<file path="config.mk">
export PLATFORM = sky130hd
export DESIGN_NAME = thor2024_fpu_issue_flat
export DESIGN_NICKNAME = d
export VERILOG_FILES = /design/src/rtl/thor2024_fpu_issue_if.sv /design/src/rtl/thor2024_fpu_issue.sv /design/src/flat_wrapper.sv
export SDC_FILE = /design/constraint.sdc
export NUM_CORES = 2
export LEC_CHECK = 0
export ABC_AREA = 1
export BUFFER_PORTS_ARGS = -buffer_cell sky130_fd_sc_hd__buf_2
export CAP_MARGIN = 20
export CORE_MARGIN = 2
export CORE_UTILIZATION = 40
export DETAILED_ROUTE_END_ITERATION = 10
export GPL_ROUTABILITY_DRIVEN = 0
export MAX_ROUTING_LAYER = met4
export SYNTH_ARGS = -nofsm -noshare
export SYNTH_HDL_FRONTEND = slang
export SYNTH_SLANG_ARGS = --single-unit
export TNS_END_PERCENT = 100
</file>
<file path="constraint.sdc">
create_clock -name clk -period 22.1 [get_ports clk]
set_input_delay 2.21 -clock clk [delete_from_list [all_inputs] [get_ports clk]]
set_output_delay 2.21 -clock clk [all_outputs]
set_load 0.02 [all_outputs]
</file>
<file path="src/rtl/thor2024_fpu_issue_if.sv">
// Dispatch request and writeback handshake bundle for the Thor2024 FPU issue sequencer.
// The slave side is the sequencer; the master side is dispatch plus writeback.
interface thor2024_fpu_issue_if #(
  parameter int unsigned TAGW = 6,
  parameter int unsigned VW   = 64,
  parameter int unsigned IRW  = 41
);
  logic            req_valid;
  logic            req_ready;
  logic [IRW-1:0]  req_ir;
  logic [2:0]      req_rm;
  logic [VW-1:0]   req_a;
  logic [VW-1:0]   req_b;
  logic [VW-1:0]   req_c;
  logic [VW-1:0]   req_t;
  logic [VW-1:0]   req_p;
  logic [TAGW-1:0] req_tag;
  logic            wb_valid;
  logic            wb_ready;
  logic [TAGW-1:0] wb_tag;
  logic [VW-1:0]   wb_res;
  logic            wb_err;

  modport master (
    output req_valid, req_ir, req_rm, req_a, req_b, req_c, req_t, req_p, req_tag,
    input  req_ready,
    input  wb_valid, wb_tag, wb_res, wb_err,
    output wb_ready
  );

  modport slave (
    input  req_valid, req_ir, req_rm, req_a, req_b, req_c, req_t, req_p, req_tag,
    output req_ready,
    output wb_valid, wb_tag, wb_res, wb_err,
    input  wb_ready
  );
endinterface

</file>
<file path="src/rtl/thor2024_fpu_issue.sv">
// Thor2024 FPU issue sequencer: buffers FP ops, drives one at a time onto the FPU bus,
// forces an {a,b} change per op so the FPU restarts, blanks stale done, returns results.
module thor2024_fpu_issue #(
  parameter int unsigned DEPTH   = 4,
  parameter int unsigned TAGW    = 6,
  parameter int unsigned BLANK   = 3,
  parameter int unsigned TIMEOUT = 255,
  parameter int unsigned VW      = 64,
  parameter int unsigned IRW     = 41
) (
  input  logic                 clk,
  input  logic                 rst_n,
  input  logic                 flush,
  thor2024_fpu_issue_if.slave  bus,
  output logic [IRW-1:0]       fpu_ir,
  output logic [2:0]           fpu_rm,
  output logic [VW-1:0]        fpu_a,
  output logic [VW-1:0]        fpu_b,
  output logic [VW-1:0]        fpu_c,
  output logic [VW-1:0]        fpu_t,
  output logic [VW-1:0]        fpu_p,
  input  logic [VW-1:0]        fpu_o,
  input  logic                 fpu_done,
  output logic                 busy
);
  localparam int unsigned AW = $clog2(DEPTH);

  localparam logic [2:0] S_IDLE = 3'd0;
  localparam logic [2:0] S_KICK = 3'd1;
  localparam logic [2:0] S_LOAD = 3'd2;
  localparam logic [2:0] S_WAIT = 3'd3;
  localparam logic [2:0] S_WB   = 3'd4;

  localparam logic [7:0] BLANK_LAST = 8'(BLANK - 1);
  localparam logic [7:0] TMO_LAST   = 8'(TIMEOUT - 1);

  typedef struct packed {
    logic [IRW-1:0]  ir;
    logic [2:0]      rm;
    logic [VW-1:0]   a;
    logic [VW-1:0]   b;
    logic [VW-1:0]   c;
    logic [VW-1:0]   t;
    logic [VW-1:0]   p;
    logic [TAGW-1:0] tag;
  } op_t;

  op_t           mem [DEPTH];
  op_t           op_q;
  op_t           head;
  op_t           req_op;
  logic [AW:0]   wr_ptr;
  logic [AW:0]   rd_ptr;
  logic [2:0]    state;
  logic [7:0]    cnt;
  logic [VW-1:0] res_q;
  logic          err_q;
  logic          empty;
  logic          full;
  logic          push;
  logic          pop;

  assign req_op = '{bus.req_ir, bus.req_rm, bus.req_a, bus.req_b, bus.req_c,
                    bus.req_t, bus.req_p, bus.req_tag};
  assign head   = mem[rd_ptr[AW-1:0]];

  assign empty = (wr_ptr == rd_ptr);
  assign full  = (wr_ptr[AW-1:0] == rd_ptr[AW-1:0]) && (wr_ptr[AW] != rd_ptr[AW]);
  assign push  = bus.req_valid && !full && !flush;
  assign pop   = !flush && !empty &&
                 ((state == S_IDLE) || ((state == S_WB) && bus.wb_ready));

  assign bus.req_ready = rst_n && !full;
  assign bus.wb_valid  = (state == S_WB);
  assign bus.wb_tag    = op_q.tag;
  assign bus.wb_res    = res_q;
  assign bus.wb_err    = err_q;
  assign busy          = (state != S_IDLE) || !empty;

  // FPU bus: operands inverted for the kick cycle, predicate suppressed until real operands.
  assign fpu_ir = op_q.ir;
  assign fpu_rm = op_q.rm;
  assign fpu_a  = (state == S_KICK) ? ~op_q.a : op_q.a;
  assign fpu_b  = (state == S_KICK) ? ~op_q.b : op_q.b;
  assign fpu_c  = op_q.c;
  assign fpu_t  = op_q.t;
  assign fpu_p  = ((state == S_IDLE) || (state == S_KICK)) ? '0 : op_q.p;

  // FIFO storage write; contents need no reset since pointers gate visibility.
  always_ff @(posedge clk) begin
    if (push) mem[wr_ptr[AW-1:0]] <= req_op;
  end

  // FIFO pointers with wrap bit; flush empties the queue.
  always_ff @(posedge clk or negedge rst_n) begin
    if (!rst_n) begin
      wr_ptr <= '0;
      rd_ptr <= '0;
    end else if (flush) begin
      wr_ptr <= '0;
      rd_ptr <= '0;
    end else begin
      if (push) wr_ptr <= wr_ptr + 1'b1;
      if (pop)  rd_ptr <= rd_ptr + 1'b1;
    end
  end

  // Sequencer: the pop at the end overrides the case so IDLE and WB-exit share one launch path.
  always_ff @(posedge clk or negedge rst_n) begin
    if (!rst_n) begin
      state <= S_IDLE;
      op_q  <= '0;
      cnt   <= '0;
      res_q <= '0;
      err_q <= 1'b0;
    end else if (flush) begin
      state <= S_IDLE;
      cnt   <= '0;
    end else begin
      case (state)
        S_IDLE: state <= S_IDLE;
        S_KICK: begin
          state <= S_LOAD;
          cnt   <= '0;
        end
        S_LOAD: begin
          if (cnt == BLANK_LAST) begin
            state <= S_WAIT;
            cnt   <= '0;
          end else begin
            cnt <= cnt + 8'd1;
          end
        end
        S_WAIT: begin
          if (fpu_done) begin
            res_q <= fpu_o;
            err_q <= 1'b0;
            state <= S_WB;
          end else if (cnt == TMO_LAST) begin
            res_q <= '0;
            err_q <= 1'b1;
            state <= S_WB;
          end else begin
            cnt <= cnt + 8'd1;
          end
        end
        S_WB: begin
          if (bus.wb_ready) state <= S_IDLE;
        end
        default: state <= S_IDLE;
      endcase
      if (pop) begin
        op_q <= head;
        cnt  <= '0;
        if (head.p[0]) begin
          state <= S_KICK;
        end else begin
          res_q <= head.t;
          err_q <= 1'b0;
          state <= S_WB;
        end
      end
    end
  end
endmodule

</file>
<file path="src/flat_wrapper.sv">
// flat-port wrapper written by rule: the top's interface ports become plain ports
module thor2024_fpu_issue_flat 
#(
  parameter int unsigned DEPTH   = 4,
  parameter int unsigned TAGW    = 6,
  parameter int unsigned BLANK   = 3,
  parameter int unsigned TIMEOUT = 255,
  parameter int unsigned VW      = 64,
  parameter int unsigned IRW     = 41
)
  (clk, rst_n, flush, fpu_ir, fpu_rm, fpu_a, fpu_b, fpu_c, fpu_t, fpu_p, fpu_o, fpu_done, busy, bus_req_valid, bus_req_ir, bus_req_rm, bus_req_a, bus_req_b, bus_req_c, bus_req_t, bus_req_p, bus_req_tag, bus_req_ready, bus_wb_valid, bus_wb_tag, bus_wb_res, bus_wb_err, bus_wb_ready);
  thor2024_fpu_issue_if #(.TAGW(TAGW), .VW(VW), .IRW(IRW)) bus_i ();
  input  logic clk;
  input  logic rst_n;
  input  logic flush;
  output logic [IRW-1:0] fpu_ir;
  output logic [2:0] fpu_rm;
  output logic [VW-1:0] fpu_a;
  output logic [VW-1:0] fpu_b;
  output logic [VW-1:0] fpu_c;
  output logic [VW-1:0] fpu_t;
  output logic [VW-1:0] fpu_p;
  input  logic [VW-1:0] fpu_o;
  input  logic fpu_done;
  output logic busy;
  input wire logic [$bits(bus_i.req_valid)-1:0] bus_req_valid;
  input wire logic [$bits(bus_i.req_ir)-1:0] bus_req_ir;
  input wire logic [$bits(bus_i.req_rm)-1:0] bus_req_rm;
  input wire logic [$bits(bus_i.req_a)-1:0] bus_req_a;
  input wire logic [$bits(bus_i.req_b)-1:0] bus_req_b;
  input wire logic [$bits(bus_i.req_c)-1:0] bus_req_c;
  input wire logic [$bits(bus_i.req_t)-1:0] bus_req_t;
  input wire logic [$bits(bus_i.req_p)-1:0] bus_req_p;
  input wire logic [$bits(bus_i.req_tag)-1:0] bus_req_tag;
  output wire logic [$bits(bus_i.req_ready)-1:0] bus_req_ready;
  output wire logic [$bits(bus_i.wb_valid)-1:0] bus_wb_valid;
  output wire logic [$bits(bus_i.wb_tag)-1:0] bus_wb_tag;
  output wire logic [$bits(bus_i.wb_res)-1:0] bus_wb_res;
  output wire logic [$bits(bus_i.wb_err)-1:0] bus_wb_err;
  input wire logic [$bits(bus_i.wb_ready)-1:0] bus_wb_ready;
  assign bus_i.req_valid = bus_req_valid;
  assign bus_i.req_ir = bus_req_ir;
  assign bus_i.req_rm = bus_req_rm;
  assign bus_i.req_a = bus_req_a;
  assign bus_i.req_b = bus_req_b;
  assign bus_i.req_c = bus_req_c;
  assign bus_i.req_t = bus_req_t;
  assign bus_i.req_p = bus_req_p;
  assign bus_i.req_tag = bus_req_tag;
  assign bus_req_ready = bus_i.req_ready;
  assign bus_wb_valid = bus_i.wb_valid;
  assign bus_wb_tag = bus_i.wb_tag;
  assign bus_wb_res = bus_i.wb_res;
  assign bus_wb_err = bus_i.wb_err;
  assign bus_i.wb_ready = bus_wb_ready;
  thor2024_fpu_issue #(.DEPTH(DEPTH), .TAGW(TAGW), .BLANK(BLANK), .TIMEOUT(TIMEOUT), .VW(VW), .IRW(IRW)) u_core (.clk(clk), .rst_n(rst_n), .flush(flush), .bus(bus_i), .fpu_ir(fpu_ir), .fpu_rm(fpu_rm), .fpu_a(fpu_a), .fpu_b(fpu_b), .fpu_c(fpu_c), .fpu_t(fpu_t), .fpu_p(fpu_p), .fpu_o(fpu_o), .fpu_done(fpu_done), .busy(busy));
endmodule
</file>
-- Yosys cells after proc, flatten, opt, wreduce, memory -nomap -nowiden
Memory sizes are Yosys's and may differ from the RTL's.
Cells that the tools add are included.
- bitwise operators: 3
- reductions and logical operators: 21
- equal/unequal tests: 14
- multiplexer cells: 33
- add/subtract/negate cells: 3
- operator list (operator ; number):
    2-to-1 mux 64 bit ; 8
    NOT 64 bit ; 2
    2-to-1 mux 8 bit ; 5
    2-to-1 mux 3 bit ; 11
    one-hot mux 8 bit (3 select lines) ; 1
    one-hot mux 3 bit (4 select lines) ; 1
    adder 8 x 1 -> 8 bit (second input constant) ; 1
    equality test 8 x 2 -> 1 bit (second input constant) ; 1
    equality test 8 bit (second input constant) ; 1
    inequality test 4 x 2 -> 1 bit (second input constant) ; 2
    inequality test 4 x 3 -> 1 bit (second input constant) ; 2
    logical AND 1 bit ; 7
    2-to-1 mux 1 bit ; 7
    adder 3 x 1 -> 3 bit (second input constant) ; 2
    equality test 3 x 2 -> 1 bit (second input constant) ; 2
    AND reduction 3 bit ; 2
    inequality test 5 x 3 -> 1 bit (second input constant) ; 1
    nonzero test 5 bit ; 1
    nonzero test 2 bit ; 2
    equality test 3 x 1 -> 1 bit (second input constant) ; 1
    equality test 3 bit ; 1
    equality test 3 bit (second input constant) ; 1
    zero test 1 bit ; 3
    zero test 3 bit ; 1
    6 further kinds ; 8
- logic and storage cells: 89
- RAM bits: 1480
- memories kept: 1
- output and inout bits: 438
- bits in registers: 452
- input bits: 440
- memories (memory ; words ; width ; rd ports ; clocked after memory_dff ; write ports ; line ; RTL):
    u_core.mem ; 4 ; 370 ; 1 ; 0 ; 1 ; thor2024_fpu_issue.sv:48 ; op_t mem [DEPTH];

-- Longest topological paths before layout
- word-level depth: 7
- depth in mapped cells: 13
- gate-level depth less buffers: 11

-- Worst setup path after synthesis
No wires, ideal clock.
- kind: input-to-reg
- start point: input port flush
- end point: memory u_core.mem[0][0] (netlist name), enable pin
- arrival: 18198 ps
- path slack: 2793 ps
- stages: 5
- cells stage by stage: clkbuf_1 clkbuf_1 nor2_1 inv_1 nor2_1
- word-level cells in the longest chain between the ends: 4
- RTL lines (element ; line ; RTL):
    start: declaration ; flat_wrapper.sv:15 ; input logic flush;
    zero test 1 bit ; thor2024_fpu_issue.sv:69 ; assign push = bus.req_valid && !full && !flush;
    logical AND 1 bit ; thor2024_fpu_issue.sv:69 ;
    2-to-1 mux 1 bit ; thor2024_fpu_issue.sv:91 ; if (push) mem[wr_ptr[AW-1:0]] <= req_op;
    2-to-1 mux 1 bit (implied by the code) ; thor2024_fpu_issue.sv:91 ;
    end: declaration ; thor2024_fpu_issue.sv:48 ;
No other way between the ends.

-- Final worst setup path
- start point: input port flush
- end point: memory u_core.mem[3][201] (netlist name), enable pin
Same word-level chain as after synthesis.

==> results.sh <==
export IMPL_status="finished with violations"
export IMPL_violations="max-slew violations"
export IMPL_clk_pin_slew_ns=0.06
export IMPL_die_area_um2=194000
export IMPL_met3_length_um=11300
export IMPL_postCtsResizedCells=0
export IMPL_regToRegSetupSlack_ns=15.65
export IMPL_setup_tns_ns=0
export IMPL_drc=0
export IMPL_cts_hold_buf=0
export IMPL_synth_ff_type="edfxtp_1"
export IMPL_fp_row_count=160
export IMPL_cts_buffers=200
export IMPL_core_um2=190000
export IMPL_yosys_cell_types_count=29
export IMPL_initial_utilization_pct=40.2
export IMPL_synth_seq_area_share_pct=73.2
export IMPL_end_kind="flip-flop"
export IMPL_path_max_fanout=72
export IMPL_hold_ws_ns=0.488
export IMPL_syn2layout_area_growth_pct=15.4
export IMPL_die_h_um=440
export IMPL_syn_avg_cell_area_um2=12.2
export IMPL_drv_slew=18
export IMPL_fin_nets=7239
export IMPL_cts_root_buf="clkbuf_16"
export IMPL_fmax_ghz=0.141
export IMPL_synth_ff_latch_count=1932
export IMPL_ys_async_sr_fraction_pct=23.4
export IMPL_die_x_um=440
export IMPL_drive_above_1_share_pct=18.0
export IMPL_cp_startpoint="flush"
export IMPL_syn_nets=6667
export IMPL_path_cells="buf_2 > buf_4 > nor2_1 > inv_1 > nor2_4 > buf_4 > buf_4 > buf_4 > buf_4"
export IMPL_slowest_delay_ns=0.94
export IMPL_grt_pass1_wl_um=301000
export IMPL_port_buffer_count=877
export IMPL_ant_nets=0
export IMPL_antenna_found_initial=111
export IMPL_finalCritPeriodShare_pct=32.1
export IMPL_via_count=48900
export IMPL_path_common_cell="buf_4"
export IMPL_drv_cap=0
export IMPL_io_pins=878
export IMPL_crit_type="input pin to flip-flop"
export IMPL_grt_use_total_pct=21.4
export IMPL_synth_edf_count=1480
export IMPL_wl_met2_um=105000
export IMPL_relSlewSlack_pct=-0.409
export IMPL_power_density_nw_per_um2=139
export IMPL_layout_common_cells="nor2_1 (1,539), edfxtp_1 (1,480), buf_2 (876)"
export IMPL_layout_min_cycle_time_ns=7.09
export IMPL_cts_buffer_depth=3
export IMPL_worst_hold_path_type="flip-flop to flip-flop"
export IMPL_fin_skew_ns=0.0467
export IMPL_crit_arrival_ns=7.55
export IMPL_ys_warn_count=0
export IMPL_ir_drop_mv=0.107
export IMPL_setup_viol=0
export IMPL_tightest_slew_ns=1.51
export IMPL_final_util_pct=46.4
export IMPL_cpMaxStageDelayCell="buf_4"
export IMPL_drt_iter0_markers=3510
export IMPL_wl_um=209000
export IMPL_h_tree_depth=4
export IMPL_grt_overflow=0
export IMPL_cts_sinks=1932
export IMPL_grt_pass1_vias=45600
export IMPL_synthCells=6220
export IMPL_via_per_inst=5.12
export IMPL_met1Wirelength_um=81700
export IMPL_dp_hpwl_um=124000
export IMPL_required_ns=22.57
export IMPL_r2r_start="u_core.rd_ptr[1]"
export IMPL_hold_viol=0
export IMPL_drt_pass1_iterations=8
export IMPL_layout_commonest_cell="nor2_1"
export IMPL_grt_setup_unrepaired="no"
export IMPL_grt_max_degree=291
export IMPL_postCtsSetupRepairBufs=0
export IMPL_topRoutingLayerUsed="met4"
export IMPL_crit_path_start_kind="input pin"
export IMPL_p_leak_nw=32.9
export IMPL_post_drt_wl_per_cell_um=21.9
export IMPL_worstSkewPairLatency_ns=0.85
export IMPL_cts_tree="done"
export IMPL_syn_area_um2=76100
export IMPL_worstHoldStart="u_core.fpu_t[44]"
[synthesized netlist by cell type, types with 11 or more instances]
cell type  number  area, um2
buf_6          23        259
a21oi_1        11       55.1
nand2_1       510       1910
a31oi_1       242       1510
nor2_1       1544       5800
o21ai_1        89        445
o21ai_0       788       3940
o22a_1         64        561
buf_2         154        771
inv_1          95        357
o22ai_1        64        400
nand3_1       153        766
buf_4         197       1480
clkbuf_1      189        709
dfrtp_1       452      11300
edfxtp_1     1480      44400
xor2_1        132       1160
[per-layer routing]
| metal | up-vias | GRT usage, % |
|---|---|---|
| li1 | 22800 | - |
| met1 | 24100 | 25.1 |
| met2 | 1563 | 34.8 |
| met3 | 467 | 3.97 |
| met4 | 0 | 11.8 |
| met5 | - | - |
[worst max-delay path: cells and delay by family]
kind | cells | cell delay (ns)
AND/OR/NAND/NOR | 2 | 1.02
buffers and inverters | 7 | 3.98
[final cells by class]
class | instances | area (um2)
inverter | 100 | 417
clock buffer | 286 | 5600
sequential | 1932 | 55800
clock inverter | 95 | 961
timing repair buffer | 939 | 5010
tap | 2511 | 3140
multi-input combinational | 3619 | 16800
fill | 17000 | 102000
antenna | 67 | 168
[registers in the layout, indices dropped and copies added (netlist names)]
register           cells
u_core.state           3
u_core.fpu_t          64
u_core.fpu_rm          3
u_core.bus.wb_res     64
u_core.wr_ptr          3
u_core.fpu_c          64
u_core.mem          1480
u_core.bus.wb_err      1
u_core.rd_ptr          3
u_core.fpu_ir         41
u_core.op_q          192
u_core.cnt             8
u_core.bus.wb_tag      6
[report_power, final]
| group | leakage, nW | internal (W) | total (W) | switching, W |
|---|---|---|---|---|
| Sequential | 18.7 | 0.00444 | 0.00476 | 0.000318 |
| Combinational | 11.0 | 0.00120 | 0.00414 | 0.00293 |
| Clock | 3.22 | 0.00190 | 0.00333 | 0.00144 |
| Total | 32.9 | 0.00754 | 0.0122 | 0.00469 |
[kinds of logic after synthesis]
group / share of synthesized area [%]
compound gates: 9.09
xor+xnor: 1.53
buf+inv: 4.76
simple gates: 11.3
fa+ha+maj: 0.115
flops: 73.2
[path summary, 6_finish.rpt]
kind,endpoint,cells after the start
worst min register to register,u_core.fpu_t[44],2
worst max-delay path,u_core.mem[3][201],9
max in group asynchronous,u_core.fpu_c[13],5
min in group asynchronous,u_core.fpu_rm[0],1
worst max register to register,u_core.mem[3][201],12
worst min-delay path,u_core.fpu_t[44],2
[stage by stage]
stage / std cells / total power, W / worst slack, ns / instance area, um2
after floorplan: 6220 / 0.00775 / 2.79 / 76100
after CTS: 9481 / 0.0123 / 15.06 / 87700
after global routing: 9542 / 0.0129 / 14.69 / 87900
after global placement: 9100 / 0.00894 / 14.06 / 81100
final: 9549 / 0.0122 / 15.01 / 87900
after detailed placement: 9100 / 0.00900 / 14.13 / 81100
Note: power is estimated with default switching activity, not from simulation.
